### config.mk
export PLATFORM = sky130hd
export DESIGN_NAME = debounce_scan_ctrl
export DESIGN_NICKNAME = d
export VERILOG_FILES = /design/src/rtl/debounce_pkg.sv /design/src/rtl/debounce_evt_fifo.sv /design/src/rtl/debounce_scan_ctrl.sv
export SDC_FILE = /design/constraint.sdc
export NUM_CORES = 1
export LEC_CHECK = 0
export BUFFER_PORTS_ARGS = -buffer_cell sky130_fd_sc_hd__buf_2
export CAP_MARGIN = 10
export CORE_AREA = 2 2 95 97
export DETAILED_ROUTE_END_ITERATION = 10
export DIE_AREA = 0 0 97 99
export PLACE_DENSITY_LB_ADDON = 0.05
export SKIP_LAST_GASP = 1
export SLEW_MARGIN = 10
export SYNTH_ARGS = -nofsm -noshare
export SYNTH_HDL_FRONTEND = slang
export SYNTH_SLANG_ARGS = --single-unit
### constraint.sdc
create_clock -name clock_i -period 3.4 [get_ports clock_i]
set_clock_uncertainty 0.2 [all_clocks]
set_input_delay 0.34 -clock clock_i [delete_from_list [all_inputs] [get_ports clock_i]]
set_output_delay 0.34 -clock clock_i [all_outputs]
set_load 0.01 [all_outputs]
### src/rtl/debounce_pkg.sv
// Shared types and width helpers for the debounce scan controller.
package debounce_pkg;

    typedef enum logic {
        IDLE = 1'b0,
        SCAN = 1'b1
    } scan_state_e;

    function automatic int chan_w(input int ch);
        return (ch > 1) ? $clog2(ch) : 1;
    endfunction

    function automatic int cnt_w(input int n);
        return (n > 0) ? $clog2(n + 1) : 1;
    endfunction

    // One extra pointer bit separates full from empty when the address bits match.
    function automatic int ptr_w(input int depth);
        return $clog2(depth) + 1;
    endfunction

endpackage

### src/rtl/debounce_evt_fifo.sv
// Event FIFO with a registered head; a push into an empty queue is visible at the same edge.
module debounce_evt_fifo
    import debounce_pkg::*;
#(
    parameter int WIDTH = 4,
    parameter int DEPTH = 4
) (
    input  logic             clock_i,
    input  logic             reset_n_i,
    input  logic             push_i,
    input  logic [WIDTH-1:0] push_data_i,
    input  logic             pop_i,
    output logic [WIDTH-1:0] head_o,
    output logic             valid_o,
    output logic             drop_o
);

    localparam int PTR_W  = ptr_w(DEPTH);
    localparam int ADDR_W = PTR_W - 1;

    logic [WIDTH-1:0] mem_q [DEPTH];
    logic [PTR_W-1:0] rd_q, rd_d;
    logic [PTR_W-1:0] wr_q, wr_d;
    logic [WIDTH-1:0] head_q, head_d;
    logic             valid_q;
    logic             empty, full, do_pop, do_push;

    assign empty   = (rd_q == wr_q);
    assign full    = (rd_q[ADDR_W] != wr_q[ADDR_W]) &&
                     (rd_q[ADDR_W-1:0] == wr_q[ADDR_W-1:0]);
    assign do_pop  = pop_i && !empty;
    assign do_push = push_i && (!full || do_pop);
    assign drop_o  = push_i && !do_push;

    assign rd_d = rd_q + PTR_W'(do_pop);
    assign wr_d = wr_q + PTR_W'(do_push);

    // Head after this cycle: either the entry being written now or one already stored.
    always_comb begin
        head_d = '0;
        if (rd_d != wr_d) begin
            if (do_push && (rd_d == wr_q)) begin
                head_d = push_data_i;
            end else begin
                head_d = mem_q[rd_d[ADDR_W-1:0]];
            end
        end
    end

    always_ff @(posedge clock_i) begin
        if (do_push) begin
            mem_q[wr_q[ADDR_W-1:0]] <= push_data_i;
        end
    end

    always_ff @(posedge clock_i) begin
        if (!reset_n_i) begin
            rd_q    <= '0;
            wr_q    <= '0;
            head_q  <= '0;
            valid_q <= 1'b0;
        end else begin
            rd_q    <= rd_d;
            wr_q    <= wr_d;
            head_q  <= head_d;
            valid_q <= (rd_d != wr_d);
        end
    end

    assign head_o  = head_q;
    assign valid_o = valid_q;

endmodule

### src/rtl/debounce_scan_ctrl.sv
// Multi-channel debouncer: shared sample prescaler, round-robin scan FSM, event FIFO.
//   state | meaning
//   IDLE  | waiting for the next sample tick
//   SCAN  | evaluating channel idx this cycle, one channel per cycle
module debounce_scan_ctrl
    import debounce_pkg::*;
#(
    parameter int CH         = 8,
    parameter int TICK_DIV   = 1000,
    parameter int N          = 8,
    parameter int FIFO_DEPTH = 4
) (
    input  logic                  clock_i,
    input  logic                  reset_n_i,
    input  logic [CH-1:0]         async_in_i,
    input  logic                  enable_i,
    output logic [CH-1:0]         level_out_o,
    output logic                  evt_valid_o,
    input  logic                  evt_ready_i,
    output logic [$clog2(CH)-1:0] evt_chan_o,
    output logic                  evt_rise_o,
    output logic                  overflow_o,
    input  logic                  clear_overflow_i
);

    localparam int CHAN_W  = chan_w(CH);
    localparam int CNT_W   = cnt_w(N);
    localparam int PRESC_W = $clog2(TICK_DIV);

    typedef struct packed {
        logic [CHAN_W-1:0] chan;
        logic              rise;
    } evt_t;

    if (TICK_DIV < CH + 2) begin : g_bad_tick_div
        $error("debounce_scan_ctrl: TICK_DIV must be >= CH+2");
    end
    if ((FIFO_DEPTH < 2) || ((FIFO_DEPTH & (FIFO_DEPTH - 1)) != 0)) begin : g_bad_depth
        $error("debounce_scan_ctrl: FIFO_DEPTH must be a power of 2 and >= 2");
    end

    logic [CH-1:0]      sync1_q, sync2_q;
    logic [PRESC_W-1:0] presc_q, presc_d;
    logic               tick;
    scan_state_e        state_q, state_d;
    logic [CHAN_W-1:0]  idx_q, idx_d;
    logic               scan_active;
    logic [CNT_W-1:0]   cnt_q [CH];
    logic [CNT_W-1:0]   cnt_d [CH];
    logic [CH-1:0]      level_q, level_d;
    logic               push;
    evt_t               push_evt;
    evt_t               head_evt;
    logic               drop;
    logic               overflow_q, overflow_d;

    always_ff @(posedge clock_i) begin
        if (!reset_n_i) begin
            sync1_q <= '0;
            sync2_q <= '0;
        end else begin
            sync1_q <= async_in_i;
            sync2_q <= sync1_q;
        end
    end

    always_comb begin
        presc_d = presc_q + PRESC_W'(1);
        if (!enable_i || (presc_q == PRESC_W'(TICK_DIV - 1))) begin
            presc_d = '0;
        end
    end

    assign tick = enable_i && (presc_q == PRESC_W'(TICK_DIV - 1));

    always_ff @(posedge clock_i) begin
        if (!reset_n_i) begin
            presc_q <= '0;
        end else begin
            presc_q <= presc_d;
        end
    end

    // FSM state register
    always_ff @(posedge clock_i) begin
        if (!reset_n_i) begin
            state_q <= IDLE;
            idx_q   <= '0;
        end else begin
            state_q <= state_d;
            idx_q   <= idx_d;
        end
    end

    // FSM next state; a started scan ignores enable and always runs to the last channel
    always_comb begin
        state_d = state_q;
        idx_d   = idx_q;
        unique case (state_q)
            IDLE: begin
                if (tick) begin
                    state_d = SCAN;
                    idx_d   = '0;
                end
            end
            SCAN: begin
                idx_d = idx_q + CHAN_W'(1);
                if (idx_q == CHAN_W'(CH - 1)) begin
                    state_d = IDLE;
                    idx_d   = '0;
                end
            end
            default: begin
                state_d = IDLE;
                idx_d   = '0;
            end
        endcase
    end

    // FSM outputs
    always_comb begin
        scan_active = (state_q == SCAN);
    end

    always_comb begin
        cnt_d    = cnt_q;
        level_d  = level_q;
        push     = 1'b0;
        push_evt = '0;
        if (scan_active) begin
            if (sync2_q[idx_q] == level_q[idx_q]) begin
                cnt_d[idx_q] = '0;
            end else if (cnt_q[idx_q] == CNT_W'(N - 1)) begin
                level_d[idx_q] = sync2_q[idx_q];
                cnt_d[idx_q]   = '0;
                push           = 1'b1;
                push_evt.chan  = idx_q;
                push_evt.rise  = sync2_q[idx_q];
            end else begin
                cnt_d[idx_q] = cnt_q[idx_q] + CNT_W'(1);
            end
        end
    end

    always_ff @(posedge clock_i) begin
        if (!reset_n_i) begin
            level_q <= '0;
            for (int i = 0; i < CH; i++) begin
                cnt_q[i] <= '0;
            end
        end else begin
            level_q <= level_d;
            cnt_q   <= cnt_d;
        end
    end

    debounce_evt_fifo #(
        .WIDTH (CHAN_W + 1),
        .DEPTH (FIFO_DEPTH)
    ) u_evt_fifo (
        .clock_i     (clock_i),
        .reset_n_i   (reset_n_i),
        .push_i      (push),
        .push_data_i (push_evt),
        .pop_i       (evt_ready_i),
        .head_o      (head_evt),
        .valid_o     (evt_valid_o),
        .drop_o      (drop)
    );

    // A drop in the same cycle as a clear leaves the flag set.
    always_comb begin
        overflow_d = overflow_q;
        if (drop) begin
            overflow_d = 1'b1;
        end else if (clear_overflow_i) begin
            overflow_d = 1'b0;
        end
    end

    always_ff @(posedge clock_i) begin
        if (!reset_n_i) begin
            overflow_q <= 1'b0;
        end else begin
            overflow_q <= overflow_d;
        end
    end

    assign level_out_o = level_q;
    assign evt_chan_o  = head_evt.chan;
    assign evt_rise_o  = head_evt.rise;
    assign overflow_o  = overflow_q;

endmodule

==> Word level (Yosys, flattened, before mapping) <==
Memory sizes are Yosys's and may differ from the RTL's.
Cells that the tools add are included.
{ "classes": {"add_sub_neg": 5, "order_cmp": 4, "n_eq_ne": 10, "mux": 32, "n_bitwise": 6, "n_reduce_logical": 18} }
{ "ops": {"columns": ["cell", "n"], "rows": [
  ["$mux W32", 2],
  ["$and A32 B32 Y32", 1],
  ["$bwmux W32", 1],
  ["$not A32 Y32", 1],
  ["$mux W4", 7],
  ["$bmux W4 S3", 1],
  ["$demux W4 S3", 1],
  ["$mux W1", 12],
  ["$add A10 B1 Y10 const B", 1],
  ["$eq A10 B10 Y1 const B", 1],
  ["$bwmux W8", 1],
  ["$logic_and A1 B1 Y1", 8],
  ["$add A3 B1 Y3", 2],
  ["$bmux W1 S3", 2],
  ["$eq A3 B3 Y1", 2],
  ["$mux W3", 2],
  ["$pmux W3 S2", 1],
  ["$add A4 B1 Y4 const B", 1],
  ["$eq A4 B3 Y1 const B", 1],
  ["$ge A4 B4 Y1 const B", 1],
  ["$logic_not A1 Y1", 4],
  ["$lt A3 B4 Y1 const B", 1],
  ["$lt A4 B1 Y1 const B", 1],
  ["$not A3 Y4", 1],
  ["16 further kinds", 19]
]} }
{ "totals": {"ff_bits": 82, "ram_bits": 16, "wordCells": 95, "memories": 1} }
{ "memory_table": {"columns": ["memory", "depth", "width", "read_ports", "rd_clocked_by_memory_dff", "wr", "line", "rtl"], "rows": [
  ["u_evt_fifo.mem_q", 4, 4, 1, 0, 1, "debounce_evt_fifo.sv:21", "logic [WIDTH-1:0] mem_q [DEPTH];"]
]} }

==> Depth between registers and ports, before layout <==
{ "logic_depth": {"ltp_word": 12, "mapped_depth": 17} }

==> By module <==
A second synthesis with hierarchy kept.
{ "unflattened": {"hier_cells": 375, "area_unflattened_um2": 4250.3} }
{ "modules_own_cells": {"columns": ["module", "instances", "cells_per_inst", "area_each_um2", "seq_area_each_um2"], "rows": [
  ["debounce_scan_ctrl", 1, 294, 3086.7, 1421.4],
  ["debounce_evt_fifo", 1, 81, 1163.6, 700.7]
]} }

==> Worst setup path before layout <==
OpenSTA, ideal clock, no wires.
{ "synth_path": {"kind": "register -> register", "start": "register idx_q[1]", "end": "register u_evt_fifo.head_q[0] (netlist: u_evt_fifo.head_o[0])", "setup_ns": 0.133, "arrival_time_ns": 3.392, "required_ns": 3.067, "path_slack_ns": -0.325, "path_stages_with_launch": 17, "path_cell_list": "dfxtp_1 buf_4 mux4_2 mux2_2 ha_1 inv_1 or3_1 buf_2 nor3_2 and2_1 ha_1 ha_1 xor2_1 o31a_1 clkbuf_1 nand2_1 mux2i_1"} }
{ "synth_between": {"elab_chain_len": 12, "word_cells_on_any_way": 22, "cone_classes": "add/sub: 1; eq/ne: 3; mux: 14; bitwise: 1; reduce/logical: 3"} }
{ "synth_rtl": {"columns": ["element", "line", "rtl"], "rows": [
  ["from (decl)", "debounce_scan_ctrl.sv:46", "logic [CHAN_W-1:0] idx_q, idx_d;"],
  ["from (signal assigned)", "debounce_scan_ctrl.sv:91", "idx_q <= idx_d;"],
  ["$not A3 Y4 (implied by the code)", "debounce_scan_ctrl.sv:133", "end else if (cnt_q[idx_q] == CNT_W'(N - 1)) begin"],
  ["$bmux W4 S3", "debounce_scan_ctrl.sv:133", null],
  ["$mux W4 (implied by the code) (2 in series)", "debounce_scan_ctrl.sv:133", null],
  ["$eq A4 B3 Y1", "debounce_scan_ctrl.sv:133", null],
  ["$mux W1", "debounce_scan_ctrl.sv:133", null],
  ["$mux W1 *", "debounce_scan_ctrl.sv:131", "if (sync2_q[idx_q] == level_q[idx_q]) begin"],
  ["$mux W1 *", "debounce_scan_ctrl.sv:130", "if (scan_active) begin"],
  ["$logic_and A1 B1 Y1 *", "debounce_evt_fifo.sv:32", "assign do_push = push_i && (!full || do_pop);"],
  ["$add A3 B1 Y3 *", "debounce_evt_fifo.sv:36", "assign wr_d = wr_q + PTR_W'(do_push);"],
  ["named net u_evt_fifo.wr_d[1]", "debounce_evt_fifo.sv:23", "logic [PTR_W-1:0] wr_q, wr_d;"],
  ["$ne A3 B3 Y1 *", "debounce_evt_fifo.sv:41", "if (rd_d != wr_d) begin"],
  ["$reduce_and A2 Y1 (no line) *", null, null],
  ["to (signal assigned)", "debounce_evt_fifo.sv:60", "head_q <= '0;"],
  ["to (signal assigned)", "debounce_evt_fifo.sv:65", "head_q <= head_d;"],
  ["to (decl)", "debounce_evt_fifo.sv:24", "logic [WIDTH-1:0] head_q, head_d;"]
]} }
The timed path passes the listed nets; every way through them passes the cells marked *. The select of a mux whose other input is x is not followed.
A chain may end at the register's enable or synchronous reset.

==> Final worst setup path <==
{ "layout_path": {"start": "register idx_q[1]", "end": "register u_evt_fifo.head_q[2] (netlist: u_evt_fifo.head_o[2])"} }
Same word-level chain as after synthesis.

==> impl_metrics.env <==
export IMPL_tritoncts="built"
export IMPL_cp_num_buf_inv=1
export IMPL_ios=27
export IMPL_port_buffers=26
export IMPL_status="finished, final reports clean"
export IMPL_reg2reg_to="u_evt_fifo.head_o[2]"
export IMPL_layout_drive_gt1_share=0.197
export IMPL_finalHoldViolations=0
export IMPL_syn_area_mm2=0.00456
export IMPL_period_share=0.955
export IMPL_drc=0
export IMPL_ctsHtreeMaxLevel=3
export IMPL_start_util=0.534
export IMPL_globalplace_congestion=0.831
export IMPL_cp_max_fo=5
export IMPL_cpLargestDelayFamily="multiplexers"
export IMPL_core_mm2=0.00855
export IMPL_drv_slew=0
export IMPL_yosysWarnings=0
export IMPL_insertion_delay_ns=0.36
export IMPL_area_delta_synth_final_pct=14.9
export IMPL_cts_buffers=9
export IMPL_arrival_ns=3.29
export IMPL_drt_wirelength_per_cell_um=16.8
export IMPL_peakVddDrop_uv=259
export IMPL_overflow=0
export IMPL_grt_util_all_layers=0.211
export IMPL_cts_sinks=98
export IMPL_total_power_w=0.00208
export IMPL_hold_end="presc_q[4]"
export IMPL_wl_um=9970
export IMPL_end_kind="register"
export IMPL_diodes=0
export IMPL_via_per_inst=5.73
export IMPL_hp_class="in2reg"
export IMPL_path_common_cell="ha_1"
export IMPL_crit_chain="mux4_2 > mux2_4 > ha_2 > inv_2 > or3_4 > nor3_4 > and2_4 > ha_1 > ha_1 > xor2_1 > o31a_1 > nand2_1 > mux2i_1"
export IMPL_dieArea_mm2=0.00960
export IMPL_synth_cell_types=54
export IMPL_min_period_ns=3.25
export IMPL_clk_path_buf_depth=2
export IMPL_power_leakage_nw=1.99
export IMPL_final_cell_mix="dfxtp_1 (79), nand2_1 (57), and2_1 (34)"
export IMPL_syn_avg_cell_area_um2=10.3
export IMPL_layout_commonest_cell="dfxtp_1"
export IMPL_ys_seq_area_frac=0.465
export IMPL_cap_violations=0
export IMPL_async_flop_share=0
export IMPL_slew_headroom=0.253
export IMPL_power_density_mw_per_mm2=397
export IMPL_fin_setup_tns_ns=0
export IMPL_hpwl_um=6890
export IMPL_cp_slowest_cell="mux4_2"
export IMPL_ant_nets=0
export IMPL_slowest_delay_ns=0.50
export IMPL_rrSetupSlack_ns=0.15
export IMPL_antenna_found_initial=0
export IMPL_hold_depth=3
export IMPL_synth_edf_count=16
export IMPL_clkTransAtPathRegs_ns=0.10
export IMPL_chipWidth_um=97
export IMPL_required_ns=3.44
export IMPL_die_y_um=99
export IMPL_grt_pass1_wl_um=16200
export IMPL_setup_violations=0
export IMPL_ys_ff_latch=98
export IMPL_critPathKind="reg2reg"
export IMPL_worstReg2RegStart="idx_q[1]"
export IMPL_cts_root_buffer="clkbuf_8"
export IMPL_synthFlopType="dfxtp_1"
export IMPL_fmax_mhz=308
export IMPL_hp_start="enable_i"
export IMPL_cp_start_kind="register"
export IMPL_grt_max_degree=52
export IMPL_synth_cells=443
export IMPL_nets=503
export IMPL_rows=34
export IMPL_via_count=3409
export IMPL_worstRegToRegCells=13
export IMPL_dr_pass1_iters=5
export IMPL_syn_nets=464
export IMPL_grt_pass1_vias=3175
export IMPL_drt_initial_drc_count=137
export IMPL_worst_slew_pin_slew_ns=1.11
-- worst max path at each step --
stage	start	to	slack, ns	depth (start not counted)
final	idx_q[1]	u_evt_fifo.head_o[2]	0.15	13
after global routing	idx_q[1]	u_evt_fifo.head_o[2]	-0.008	13
after CTS	idx_q[0]	u_evt_fifo.head_o[2]	0.07	12
after detailed placement	idx_q[0]	u_evt_fifo.head_o[2]	0.09	12
after global placement	idx_q[0]	u_evt_fifo.head_o[1]	0.20	12
after floorplan	idx_q[1]	u_evt_fifo.head_o[1]	0.002	16
-- synth_stat cells, drive strengths merged (2+ instances only) --
cell,n,area share
o2bb2ai,3,0.0058
a21oi,4,0.0044
and2,35,0.048
a22oi,3,0.0049
nand4b,2,0.0038
edfxtp,16,0.11
mux4,12,0.059
buf,10,0.013
nor3,4,0.0055
nand4,2,0.0027
nand3,17,0.019
nor2b,7,0.0096
a21boi,16,0.026
o31ai,8,0.013
o21ai,2,0.0022
or3,3,0.0041
o21a,3,0.0049
o2111ai,6,0.012
ha,8,0.022
nor4b,2,0.0038
nand2b,3,0.0041
o211ai,11,0.018
nor2,24,0.020
o41ai,8,0.015
and4b,3,0.0066
and3,6,0.0082
mux2i,15,0.036
mux2,5,0.013
dfxtp,82,0.36
nor4bb,2,0.0044
xor2,11,0.025
nor4,7,0.013
inv,8,0.0066
or2,2,0.0027
xnor2,8,0.017
nand2,57,0.047
clkbuf,20,0.016
-- sequential cells by signal (all words and copies together) (netlist names) --
| register | cells |
|---|---|
| u_evt_fifo.rd_q | 3 |
| overflow_o | 1 |
| u_evt_fifo.head_o | 4 |
| u_evt_fifo.wr_q | 3 |
| u_evt_fifo.valid_o | 1 |
| sync1_q | 8 |
| level_out_o | 8 |
| sync2_q | 8 |
| scan_active | 1 |
| idx_q | 3 |
| u_evt_fifo.mem_q | 16 |
| presc_q | 10 |
| cnt_q | 32 |
-- power by group --
part           internal (W)  switching, W  total [W]
clock network      0.000439      0.000406   0.000846
registers           0.00118    0.00000284    0.00118
logic             0.0000247     0.0000281  0.0000527
total               0.00165      0.000437    0.00208
-- layout make-up --
class | instances | area, µm²
clock buffers | 11 | 141
flip-flops and latches | 98 | 2130
inverters | 8 | 30.0
fillers | 726 | 3310
clock inverters | 5 | 82.6
well taps | 108 | 135
multi-input cells | 308 | 2310
repair buffers | 57 | 413
-- worst reg2reg max path: cells and delay by family, from the launching register on --
family,cells,cell delay [ns]
AO/OA/AOI/OAI,1,0.39
XOR/XNOR,1,0.17
adder cells (fa/ha/maj),3,0.65
buffers and inverters,1,0.06
flip-flops,1,0.40
multiplexers,3,0.86
AND/OR/NAND/NOR,4,0.41
-- metal layers --
layer,share of wire,track usage
met5,0,0
met4,0.013,0.0585
met3,0.046,0.0312
met2,0.46,0.333
met1,0.48,0.304
-- through the flow --
step | utilization | hold WS [ns] | cell area, µm² | worst slack, ns | cells
6_report | 0.613 | 0.0599 | 5240 | 0.153 | 595
3_5_place_dp | 0.571 | 0.219 | 4880 | 0.0920 | 568
4_1_cts | 0.607 | 0.0543 | 5190 | 0.0709 | 592
2_1_floorplan | - | 0.212 | 4610 | 0.00203 | 443
5_1_grt | 0.613 | 0.0689 | 5240 | -0.00771 | 595
3_3_place_gp | 0.571 | 0.221 | 4880 | 0.205 | 568
-- what timing repair did --
action                                  4_1_cts  5_1_grt
buffers inserted                              0        1
endpoints found under the setup margin        0        4
hold endpoints to repair                      8        0
hold buffers                                  8        0
resized for setup                             0        5
-- cell families after synthesis --
| kind of cell | after synthesis | share of synthesized area |
|---|---|---|
| adders and majority gates | 8 | 0.0219 |
| AOI/OAI and AO/OA | 69 | 0.116 |
| muxes | 32 | 0.108 |
| DFF | 98 | 0.465 |
| xor gates and xnor gates | 20 | 0.0472 |
| and+or+nand+nor | 178 | 0.205 |
| buffers and inverters | 38 | 0.0362 |
Power figures use the tool's default switching activity.
